**src/rtl/uart_send.sv**
```systemverilog
// uart_send: buffered 8N1 UART transmitter.
//
// Bytes offered on a valid/ready handshake are queued in a small FIFO and
// sent LSB first, framed by one start bit (0) and one stop bit (1). Each
// bit lasts BAUD_DIVIDER clock cycles. Consecutive queued bytes go out as
// contiguous frames with no idle gap between them.
//
// Ports:
//   clk    system clock, rising edge
//   rst    asynchronous active-high reset
//   valid  data holds a byte to send
//   data   byte to send, captured on the accepting edge
//   ready  FIFO has a free slot
//   busy   frame in progress or FIFO non-empty
//   dout   registered serial line, idles high
//
// state | meaning
// ------+------------------------------------------------------------
// IDLE  | line high, waiting for a queued byte
// START | driving the start bit (0)
// DATA  | driving shift_q[0], eight bits, LSB first
// STOP  | driving the stop bit (1), then chain into the next byte
module uart_send #(
  parameter int BAUD_DIVIDER = 10416,
  parameter int FIFO_DEPTH   = 4
) (
  input  logic       clk,
  input  logic       rst,
  input  logic       valid,
  input  logic [7:0] data,
  output logic       ready,
  output logic       busy,
  output logic       dout
);

  localparam int PTR_W  = $clog2(FIFO_DEPTH);
  localparam int CNT_W  = PTR_W + 1;
  localparam int BAUD_W = $clog2(BAUD_DIVIDER);

  localparam logic [BAUD_W-1:0] BAUD_LAST = BAUD_W'(BAUD_DIVIDER - 1);
  localparam logic [CNT_W-1:0]  CNT_FULL  = CNT_W'(FIFO_DEPTH);

  typedef enum logic [1:0] {
    IDLE  = 2'd0,
    START = 2'd1,
    DATA  = 2'd2,
    STOP  = 2'd3
  } state_t;

  state_t            state_q, state_d;
  logic [7:0]        fifo_mem_q [FIFO_DEPTH];
  logic [PTR_W-1:0]  wr_ptr_q, wr_ptr_d;
  logic [PTR_W-1:0]  rd_ptr_q, rd_ptr_d;
  logic [CNT_W-1:0]  count_q, count_d;
  logic [7:0]        shift_q, shift_d;
  logic [2:0]        bit_idx_q, bit_idx_d;
  logic [BAUD_W-1:0] baud_cnt_q, baud_cnt_d;
  logic              dout_q, dout_d;

  logic push;
  logic pop;
  logic fifo_empty;
  logic bit_end;

  assign ready      = (count_q < CNT_FULL);
  assign push       = valid && ready;
  assign fifo_empty = (count_q == '0);
  assign busy       = (state_q != IDLE) || !fifo_empty;
  assign bit_end    = (baud_cnt_q == BAUD_LAST);
  assign dout       = dout_q;

  // FIFO bookkeeping; pointers wrap naturally because the depth is a power of two.
  always_comb begin
    wr_ptr_d = wr_ptr_q;
    rd_ptr_d = rd_ptr_q;
    count_d  = count_q;
    if (push) begin
      wr_ptr_d = wr_ptr_q + PTR_W'(1);
    end
    if (pop) begin
      rd_ptr_d = rd_ptr_q + PTR_W'(1);
    end
    case ({push, pop})
      2'b10:   count_d = count_q + CNT_W'(1);
      2'b01:   count_d = count_q - CNT_W'(1);
      default: count_d = count_q;
    endcase
  end

  // Storage needs no reset: entries are only read after being written.
  always_ff @(posedge clk) begin
    if (push) begin
      fifo_mem_q[wr_ptr_q] <= data;
    end
  end

  always_comb begin
    state_d    = state_q;
    shift_d    = shift_q;
    bit_idx_d  = bit_idx_q;
    baud_cnt_d = baud_cnt_q;
    pop        = 1'b0;

    case (state_q)
      IDLE: begin
        baud_cnt_d = '0;
        if (!fifo_empty) begin
          pop       = 1'b1;
          shift_d   = fifo_mem_q[rd_ptr_q];
          bit_idx_d = 3'd0;
          state_d   = START;
        end
      end

      START: begin
        if (bit_end) begin
          baud_cnt_d = '0;
          state_d    = DATA;
        end else begin
          baud_cnt_d = baud_cnt_q + BAUD_W'(1);
        end
      end

      DATA: begin
        if (bit_end) begin
          baud_cnt_d = '0;
          shift_d    = {1'b0, shift_q[7:1]};
          bit_idx_d  = bit_idx_q + 3'd1;
          if (bit_idx_q == 3'd7) begin
            state_d = STOP;
          end
        end else begin
          baud_cnt_d = baud_cnt_q + BAUD_W'(1);
        end
      end

      STOP: begin
        if (bit_end) begin
          baud_cnt_d = '0;
          // Chain straight into the next start bit so frames stay contiguous.
          if (!fifo_empty) begin
            pop       = 1'b1;
            shift_d   = fifo_mem_q[rd_ptr_q];
            bit_idx_d = 3'd0;
            state_d   = START;
          end else begin
            state_d = IDLE;
          end
        end else begin
          baud_cnt_d = baud_cnt_q + BAUD_W'(1);
        end
      end

      default: begin
        state_d    = IDLE;
        baud_cnt_d = '0;
      end
    endcase
  end

  // The line level is derived from the next state so the registered output
  // changes on the same edge as the state register.
  always_comb begin
    dout_d = 1'b1;
    case (state_d)
      START:   dout_d = 1'b0;
      DATA:    dout_d = shift_d[0];
      default: dout_d = 1'b1;
    endcase
  end

  always_ff @(posedge clk or posedge rst) begin
    if (rst) begin
      state_q    <= IDLE;
      wr_ptr_q   <= '0;
      rd_ptr_q   <= '0;
      count_q    <= '0;
      shift_q    <= '0;
      bit_idx_q  <= '0;
      baud_cnt_q <= '0;
      dout_q     <= 1'b1;
    end else begin
      state_q    <= state_d;
      wr_ptr_q   <= wr_ptr_d;
      rd_ptr_q   <= rd_ptr_d;
      count_q    <= count_d;
      shift_q    <= shift_d;
      bit_idx_q  <= bit_idx_d;
      baud_cnt_q <= baud_cnt_d;
      dout_q     <= dout_d;
    end
  end

endmodule

```
**config.mk**
```make
export PLATFORM = sky130hd
export DESIGN_NAME = uart_send
export DESIGN_NICKNAME = d
export VERILOG_FILES = /design/src/rtl/uart_send.sv
export SDC_FILE = /design/constraint.sdc
export NUM_CORES = 1
export LEC_CHECK = 0
export BUFFER_PORTS_ARGS = -buffer_cell sky130_fd_sc_hd__buf_2
export CORE_MARGIN = 5
export CORE_UTILIZATION = 40
export DETAILED_ROUTE_END_ITERATION = 12
export GPL_ROUTABILITY_DRIVEN = 0
export GPL_TIMING_DRIVEN = 0
export PLACE_DENSITY_LB_ADDON = 0.08
export REMOVE_ABC_BUFFERS = 1
export SETUP_SLACK_MARGIN = 0.5
export SLEW_MARGIN = 10
export SYNTH_ARGS = -nofsm -noshare
export SYNTH_HDL_FRONTEND = slang
export SYNTH_SLANG_ARGS = --single-unit
```
**constraint.sdc**
```tcl
create_clock -name clk -period 2.8 [get_ports clk]
set_input_delay 0.42 -clock clk [delete_from_list [all_inputs] [get_ports clk]]
set_output_delay 0.42 -clock clk [all_outputs]
set_load 0.05 [all_outputs]
```
# Word level (Yosys, flattened, before mapping)
# Memory sizes are Yosys's and may differ from the RTL's.
# Index checks and enable logic that the tools add are counted.
# Widths: inputs -> output; s select.
[totals] latchBits=0 romBits=0 wordCells=62 register_bits=35 ramBits=32 out_inout_bits=3 n_memories=1 input_bits=11
[classes] add_sub_neg=6 div=0 n_reduce_logical=10 n_bitwise=0 shifts=0 mul=0 n_lt_le_gt_ge=1 mux=24 n_eq_ne=11
[mem_list] memory="fifo_mem_q" depth=4 width=8 rd=1 rd_clocked_by_memory_dff=0 write_ports=1 line_no="51" rtl="logic [7:0] fifo_mem_q [FIFO_DEPTH];"
[op_table] operator="$pmux 14 s2" n=1
[op_table] operator="$mux 8" n=3
[op_table] operator="$pmux 8 s3" n=1
[op_table] operator="$add 14x1->14 const B" n=1
[op_table] operator="$eq 14x14->1 const B" n=1
[op_table] operator="$mux 14" n=1
[op_table] operator="$mux 2" n=5
[op_table] operator="$mux 3" n=3
[op_table] operator="$pmux 3 s3" n=1
[op_table] operator="$eq 2x2->1 const B" n=4
[op_table] operator="$pmux 2 s4" n=1
[op_table] operator="$add 3x1->3 const B" n=2
[op_table] operator="$eq 2x1->1 const B" n=3
[op_table] operator="$pmux 3 s2" n=1
[op_table] operator="$mux 1" n=5
[op_table] operator="$add 2x1->2 const B" n=2
[op_table] operator="$ne 2x2->1 const B" n=2
[op_table] operator="$pmux 1 s2" n=2
[op_table] operator="$reduce_bool 2->1" n=2
[op_table] operator="$eq 3x3->1 const B" n=1
[op_table] operator="$logic_not 3->1" n=1
[op_table] operator="$lt 3x3->1 const B" n=1
[op_table] operator="$reduce_and 3->1" n=1
[op_table] operator="$reduce_bool 3->1" n=1
[op_table] operator="6 further kinds" n=6

# Depth between registers and ports, before layout
# Gate-level depths: netlist of run 1.
[depth] word_depth=6 mapped_depth=12 ltp_nobuf=11

# Least setup slack after synthesis of run 1
# Ideal clock, no wire load.
[synth_timing] kind="register to register" from="register baud_cnt_q[0]" to="register count_q[2]" n_path_buf=1 synth_period_minus_slack_ns=2.395 path_stages_with_launch=13 setup_slack_ns=0.405 setup_time_ns=0.141 t_required_ns=2.659 arrival_ns=2.254 path_cell_list="dfrtp_1 -> ha_1 -> and4_4 -> and4_1 -> buf_6 -> a21oi_4 -> nor3_2 -> ha_1 -> inv_1 -> fa_1 -> xor2_1 -> nor2_1 -> xnor2_1"
[synth_between] elab_chain_len=5 word_cells_on_any_way=7 classes_between="eq/ne: 3; mux: 3; reduce/logical: 1"
[synth_lines] element="from (decl)" line_no="57" rtl="logic [BAUD_W-1:0] baud_cnt_q, baud_cnt_d;"
[synth_lines] element="from (signal assigned)" line_no="189" rtl="baud_cnt_q <= baud_cnt_d;"
[synth_lines] element="$eq 14x14->1 *" line_no="69" rtl="assign bit_end = (baud_cnt_q == BAUD_LAST);"
[synth_lines] element="$mux 1 *" line_no="138" rtl="if (bit_end) begin"
[synth_lines] element="$pmux 1 s2 *" line_no="104" rtl="case (state_q)"
[synth_lines] element="net pop" line_no="61" rtl="logic pop;"
[synth_lines] element="$eq 2x1->1 or $eq 2x2->1 (tied branches)" line_no="83" rtl="case ({push, pop})"
[synth_lines] element="$pmux 3 s2 or $reduce_bool 2->1 (tied branches)"
[synth_lines] element="to (signal assigned)" line_no="186" rtl="count_q <= count_d;"
[synth_lines] element="to (decl)" line_no="54" rtl="logic [CNT_W-1:0] count_q, count_d;"
# Mark *: on every way through the listed nets, which the timed path passes. The rest lies on a longest branch.
# A chain may end at the register's enable or synchronous reset.

# Final worst setup path of run 1
[layout_timing] from="register baud_cnt_q[12]" to="register count_q[2]"
# Same word-level chain as after synthesis.

==> metrics.yaml, run 1 <==
drt_wl_total_um: 5830
yosysSeqAreaShare: 0.570
wire_per_inst_um: 15.7
p_int_uw: 2170
combPwrFrac: 0.322
worstPathArrival_ns: 2.54
antenna_found_initial: 0
grt_use_met1: 0.172
hold_viol: 0
yosys_warnings: 0
ant_nets: 0
grt.met2_usage: 0.204
fin_crit_ns: 2.27
die_y_um: 99.7
die_width_um: 99.7
root_buffer: "clkbuf_8"
clk_latency_ns: 0.35
cts_tree: "yes"
vias_per_cell: 5.13
nets: 290
start_util: 0.415
drv_cap: 0
fmax_ghz: 0.441
rsz0062_at_grt: "yes"
whs_ns: 0.202
crit_path_start_kind: "register"
dp_hpwl_um: 3850
synth-edff-count: 32
seq_power_share: 0.426
cts.path.max_buffers: 2
fin_crit_sh: 0.809
setup_viol: 0
io_buffer_count: 13
end_kind: "register"
fin_area_um2: 3690
switching_share: 0.359
worstPathMaxFanout: 4
numClockSinks: 67
vias: 1904
dr.pass1.iters: 4
worstReg2RegStart: "baud_cnt_q[12]$_DFF_PP0_"
crit_required_ns: 3.07
grt_usage: 0.130
grt_max_degree: 36
dr.first_iter.drc_count: 66
syn_to_final_growth_pct: 14.4
synth_ff_type: "dfrtp_1"
grt_pass1_wl_um: 10100
peakVddDrop_uv: 533
async_flop_share: 0.522
drc: 0
clk_pin_slew_ns: 0.08
cts_hold_buf: 0
maxSlewViolCount: 0
htreeDepth: 3
syn-instance-count: 236
stdcell_count: 371
ys_types: 48
ys_ff_latch: 67
syn_area_um2: 3220
grt.busiest_layer: "met2"
worst_pin_slew_ns: 0.763
placed_cells: 345
cts_buffers: 9
drive_above_1_share: 0.279
power.total_uw: 3390
fp.dieArea_um2: 9950
p_switching_uw: 1220
clkPwrFrac: 0.252
slew_headroom: 0.491
row_count: 32
dpl_cell_area_um2: 3380
status: "complete, no violations"
antenna_cells: 0
use_met3: 0.0379
n_fill_cell: 717
pin_count: 14
hp-class: "in -> async"
crit_type: "reg -> reg"
startpoint: "baud_cnt_q[12]$_DFF_PP0_"
coreArea_um2: 7770
synth_area_per_cell_um2: 13.7
leakage_uw: 0.00152
clock_skew_ns: 0.00702
grt_pass1_vias: 2064
tns_ns: 0
powerDensity_nw_per_um2: 918
overflow: 0
-- sequential cells by signal, indices dropped and copies added (netlist names) --
name        count
shift_q         8
count_q         3
dout            1
state_q         2
baud_cnt_q     14
fifo_mem_q     32
wr_ptr_q        2
bit_idx_q       3
rd_ptr_q        2
-- metrics by stage --
step / setup WS (ns) / util
3_3_place_gp: 0.0823 / 0.435
5_1_grt: 0.410 / 0.475
4_1_cts: 0.422 / 0.472
2_1_floorplan: 0.378 / -
6_report: 0.534 / 0.475
3_5_place_dp: 0.0961 / 0.435
-- cells in the mapped netlist (3+ instances only) --
cell | instances | area, µm²
ha_1 | 14 | 175
and2_1 | 5 | 31.3
xor2_1 | 10 | 87.6
nand3_1 | 4 | 20.0
inv_1 | 13 | 48.8
mux2i_1 | 7 | 70.1
nand4_1 | 5 | 31.3
o21ai_0 | 8 | 40.0
xnor2_1 | 6 | 52.6
mux4_2 | 8 | 180
nor2_1 | 17 | 63.8
dfrtp_1 | 34 | 851
o2bb2ai_1 | 6 | 52.6
edfxtp_1 | 32 | 961
a21oi_1 | 5 | 25.0
a22o_1 | 9 | 78.8
clkbuf_1 | 3 | 11.3
and3_1 | 3 | 18.8
nand2_1 | 10 | 37.5
-- cells by family (layout without fill, tap and decap cells) --
logic type | count (synthesis) | in the layout | synth area share
xor+xnor | 16 | 16 | 0.0435
buf+inv | 19 | 52 | 0.0272
mux | 16 | 16 | 0.0812
simple gates | 67 | 67 | 0.127
compound gates | 36 | 36 | 0.0901
fa+ha+maj | 15 | 15 | 0.0606
flops | 67 | 67 | 0.570
-- cell usage in the layout (no fill, tap or decap), types with 4 or more instances in the layout --
cell        n
dfrtp_1    32
mux2i_1     7
o2bb2ai_1   6
nor2_1     17
and2_1      5
o21ai_0     8
ha_1       12
buf_2      13
xnor2_1     6
nand3_1     4
mux4_2      8
inv_1      12
clkbuf_8    9
nand2_1    10
xor2_1     10
nand4_1     5
edfxtp_1   32
a22o_1      9
buf_4      10
a21oi_1     5
-- power by group through the flow --
stage	logic, µW	registers (µW)	clock network [µW]
after floorplan	795	1430	0
after global placement	1020	1470	0
after detailed placement	1030	1470	0
after global routing	1220	1480	921
after CTS	1090	1450	875
final	1090	1440	852
-- repair_timing --
item / 4_1_cts / 5_1_grt
pin swaps: 5 / 4
endpoints found under the hold margin: 0 / 0
endpoints found under the setup margin: 2 / 2
gates resized for setup: 6 / 3
setup buffers: 9 / 1
-- layer usage --
layer,vias to the layer above,wire length (µm)
li1,922,-
met1,952,2800
met3,8,185
met4,0,78
met5,-,0
met2,22,2760
-- path summary, 6_finish.rpt --
kind | end | slack [ns] | cells past startpoint
min in group clk | fifo_mem_q[3][5]$_DFFE_PP_ | 0.28 | 1
worst min register to register | bit_idx_q[2]$_DFFE_PP0P_ | 0.52 | 1
worst min-delay path | baud_cnt_q[5]$_DFF_PP0_ | 0.20 | 2
max in group asynchronous | baud_cnt_q[9]$_DFF_PP0_ | 2.07 | 2
worst max-delay path | count_q[2]$_DFFE_PP0P_ | 0.53 | 10
worst max register to register | count_q[2]$_DFFE_PP0P_ | 0.53 | 10
-- critical path, stage by stage, from the launching register on --
cell and delay (ns):
dfrtp_1 0.39, and4bb_4 0.36, and4_4 0.25, a21oi_4 0.07, nor3_4 0.15, ha_2 0.22
inv_1 0.05, fa_2 0.33, xor2_1 0.14, nor2_1 0.12, xnor2_1 0.12
-- final cells by class --
cell class                      count  area (µm²)  area share
Clock inverter                      7        83.8      0.0227
Multi-Input combinational cell    150        1320       0.359
Timing Repair Buffer               23         140      0.0380
Inverter                           13        48.8      0.0132
Sequential cell                    67        1840       0.499
Tap cell                          102         128      0.0346
Clock buffer                        9         124      0.0336
(Power assumes the default switching activity.)
==> run 2: changes to the inputs <==
==> constraint.sdc (replaced) <==
create_clock -name clk -period 2.1 [get_ports clk]
set_input_delay 0.315 -clock clk [delete_from_list [all_inputs] [get_ports clk]]
set_output_delay 0.315 -clock clk [all_outputs]
set_load 0.05 [all_outputs]
==> run 2 against run 1 <==
Compared with the run above: the run now ends with negative setup slack left; register-to-register slack worse by 0.66 ns; die area unchanged; via count up 4.8%; largest cell class unchanged; global-route usage up 0.43 points.
==> metrics.yaml, run 2 (synthesis results as in run 1) <==
dp_hpwl_um: 3850  # unchanged
antenna_cells: 0  # unchanged
leakage_uw: 0.00165  # was 0.00152 µW
crit_family: "simple AND/OR/NAND/NOR gates"  # unchanged
violations: "negative setup slack"
cts.path.max_buffers: 2  # unchanged
layout_commonest_cell: "edfxtp_1"
path_buf_inv: 1  # unchanged
grt_pass1_vias: 2135  # was 2064
hold_viol: 0  # unchanged
fin_crit_ns: 2.22  # was 2.27 ns
antenna_found_initial: 0  # unchanged
htreeDepth: 3  # unchanged
powerDensity_nw_per_um2: 1250  # was 918 nW/µm²
whs_ns: 0.0979  # was 0.202 ns
drv_cap: 0  # unchanged
grt_pass1_wl_um: 10400  # was 10100 µm
crit_path_top_delay_cell: "dfrtp_1"  # unchanged
path_cells: "ha_4 -> and4_4 -> and4_4 -> a21oi_4 -> nor3_4 -> ha_4 -> inv_2 -> fa_2 -> xor2_1 -> nor2_1 -> xnor2_1"  # was and4bb_4 -> and4_4 -> a21oi_4 -> nor3_4 -> ha_2 -> inv_1 -> fa_2 -> xor2_1 -> nor2_1 -> xnor2_1
setup_ws_ns: -0.122  # was 0.534 ns
overflow: 0  # unchanged
final_util: 0.521  # was 0.475
dr.pass1.iters: 4  # unchanged
regMostFlops: "fifo_mem_q"  # unchanged
coreArea_um2: 7770  # unchanged
peakVddDrop_uv: 710  # was 533 µV
n_fill_cell: 686  # was 717
cts_tree: "yes"  # unchanged
clk_latency_ns: 0.34  # was 0.35 ns
status: "finished with violations"  # was complete, no violations
rsz0062_at_grt: "yes"  # unchanged
fp.dieArea_um2: 9950  # unchanged
worst_pin_slew_ns: 0.761  # was 0.763 ns
cts_hold_buf: 0  # unchanged
syn_to_final_growth_pct: 25.6  # was 14.4%
drt_wl_total_um: 6230  # was 5830 µm
top_regs: "fifo_mem_q: 32 flops, baud_cnt_q: 14 flops, shift_q: 8 flops"  # unchanged
drc: 0  # unchanged
grt_max_degree: 36  # unchanged
drive_above_1_share: 0.451  # was 0.279
crit_required_ns: 2.37  # was 3.07 ns
cpPeakStageDelay_ns: 0.40  # was 0.39 ns
setup_viol: 3  # was 0
largest_reg_flops: 32  # unchanged
grt_usage: 0.135  # was 0.130
nets: 305  # was 290
crit_type: "reg -> reg"  # unchanged
ant_nets: 0  # unchanged
fin_crit_sh: 1.06  # was 0.809
clk_pin_slew_ns: 0.08  # about the same
vias: 1996  # was 1904
worstPathArrival_ns: 2.49  # was 2.54 ns
row_count: 32  # unchanged
cts_buffers: 9  # unchanged
fmax_ghz: 0.450  # was 0.441 GHz
crit_path_start_kind: "register"  # unchanged
die_width_um: 99.7  # unchanged
numClockSinks: 67  # unchanged
worstPathMaxFanout: 3  # was 4
vias_per_cell: 5.17  # was 5.13
io_buffer_count: 13  # unchanged
layout_common_cells: "edfxtp_1 (32), dfrtp_1 (30), buf_4 (18)"  # was dfrtp_1 (32), edfxtp_1 (32), nor2_1 (17)
root_buffer: "clkbuf_8"  # unchanged
die_y_um: 99.7  # unchanged
hp-class: "in -> async"  # unchanged
dr.first_iter.drc_count: 59  # was 66
start_util: 0.415  # unchanged
pin_count: 14  # unchanged
end_kind: "register"  # unchanged
slew_headroom: 0.492  # was 0.491
clock_skew_ns: 0.00751  # was 0.00702 ns
wire_per_inst_um: 16.1  # was 15.7 µm
maxSlewViolCount: 0  # unchanged
## run 2: cell types whose count changed in the layout (fill, tap and decap cells not counted), moves of 3 or more
| cell | change |
|---|---|
| nor2_2 | +9 |
| ha_1 | -3 |
| nor2_1 | -11 |
| inv_2 | +3 |
| buf_6 | +6 |
| a21oi_1 | -3 |
| o2bb2ai_2 | +5 |
| o21ai_0 | -3 |
| o2bb2ai_1 | -6 |
| buf_4 | +8 |
| and2_1 | -4 |
| inv_1 | -3 |
| and2_2 | +4 |
## run 2: cell type report
cell class                      instances  area (µm²)  area share
Tap cell                              102         128      0.0315
Multi-Input combinational cell        151        1540       0.381
Clock buffer                            9         124      0.0306
Inverter                               13        48.8      0.0121
Sequential cell                        67        1840       0.455
Timing Repair Buffer                   37         280      0.0692
Clock inverter                          7        83.8      0.0207
## run 2: path summary, 6_finish.rpt
| kind | from | to | slack, ns | cells past startpoint |
|---|---|---|---|---|
| worst max-delay path | baud_cnt_q[0]$_DFF_PP0_ | count_q[2]$_DFFE_PP0P_ | -0.12 | 11 |
| worst min-delay path | rst | baud_cnt_q[5]$_DFF_PP0_ | 0.1 | 2 |
| worst max register to register | baud_cnt_q[0]$_DFF_PP0_ | count_q[2]$_DFFE_PP0P_ | -0.12 | 11 |
| worst min register to register | bit_idx_q[1]$_DFFE_PP0P_ | bit_idx_q[1]$_DFFE_PP0P_ | 0.51 | 1 |
| max in group asynchronous | rst | rd_ptr_q[0]$_DFFE_PP0P_ | 1.46 | 2 |
| min in group clk | data[5] | fifo_mem_q[3][5]$_DFFE_PP_ | 0.18 | 1 |
## run 2: timing repair
action / in CTS / in global routing
resized for setup: 41 / 32
pin swaps: 9 / 31
setup buffers: 20 / 4
cloned: 0 / 1
setup endpoints to repair: 64 / 65
## run 2: stage by stage
step	total power, µW	setup TNS [ns]	setup slack [ns]	instances	cell area [µm²]
after detailed placement	3330	-1.07	-0.604	345	3380
after global placement	3320	-1.12	-0.618	345	3380
final	5060	-0.222	-0.122	386	4050
after global routing	5380	-0.859	-0.246	386	4050
after floorplan	2970	-0.473	-0.322	230	3180
after CTS	4880	-0.607	-0.261	381	3860
## run 2: layer usage
metal | global-route usage | vias up | wire, µm
li1 | - | 959 | -
met3 | 0.0379 | 5 | 153
met1 | 0.175 | 1014 | 2990
met2 | 0.215 | 18 | 3020
met5 | 0 | - | 0
met4 | 0.0473 | 0 | 64
## run 2: worst reg2reg max path: stages, from the launching register on
cell and delay, ns:
dfrtp_1 0.40, ha_4 0.15, and4_4 0.21, and4_4 0.24, a21oi_4 0.07, nor3_4 0.17
ha_4 0.17, inv_2 0.04, fa_2 0.32, xor2_1 0.14, nor2_1 0.12, xnor2_1 0.12
## run 2: where the power goes
part | total, µW | internal [µW] | switching (µW) | leakage (µW)
logic | 1960 | 980 | 983 | 0.000799
clock network | 1130 | 569 | 565 | 0.000102
registers | 1970 | 1670 | 297 | 0.000747
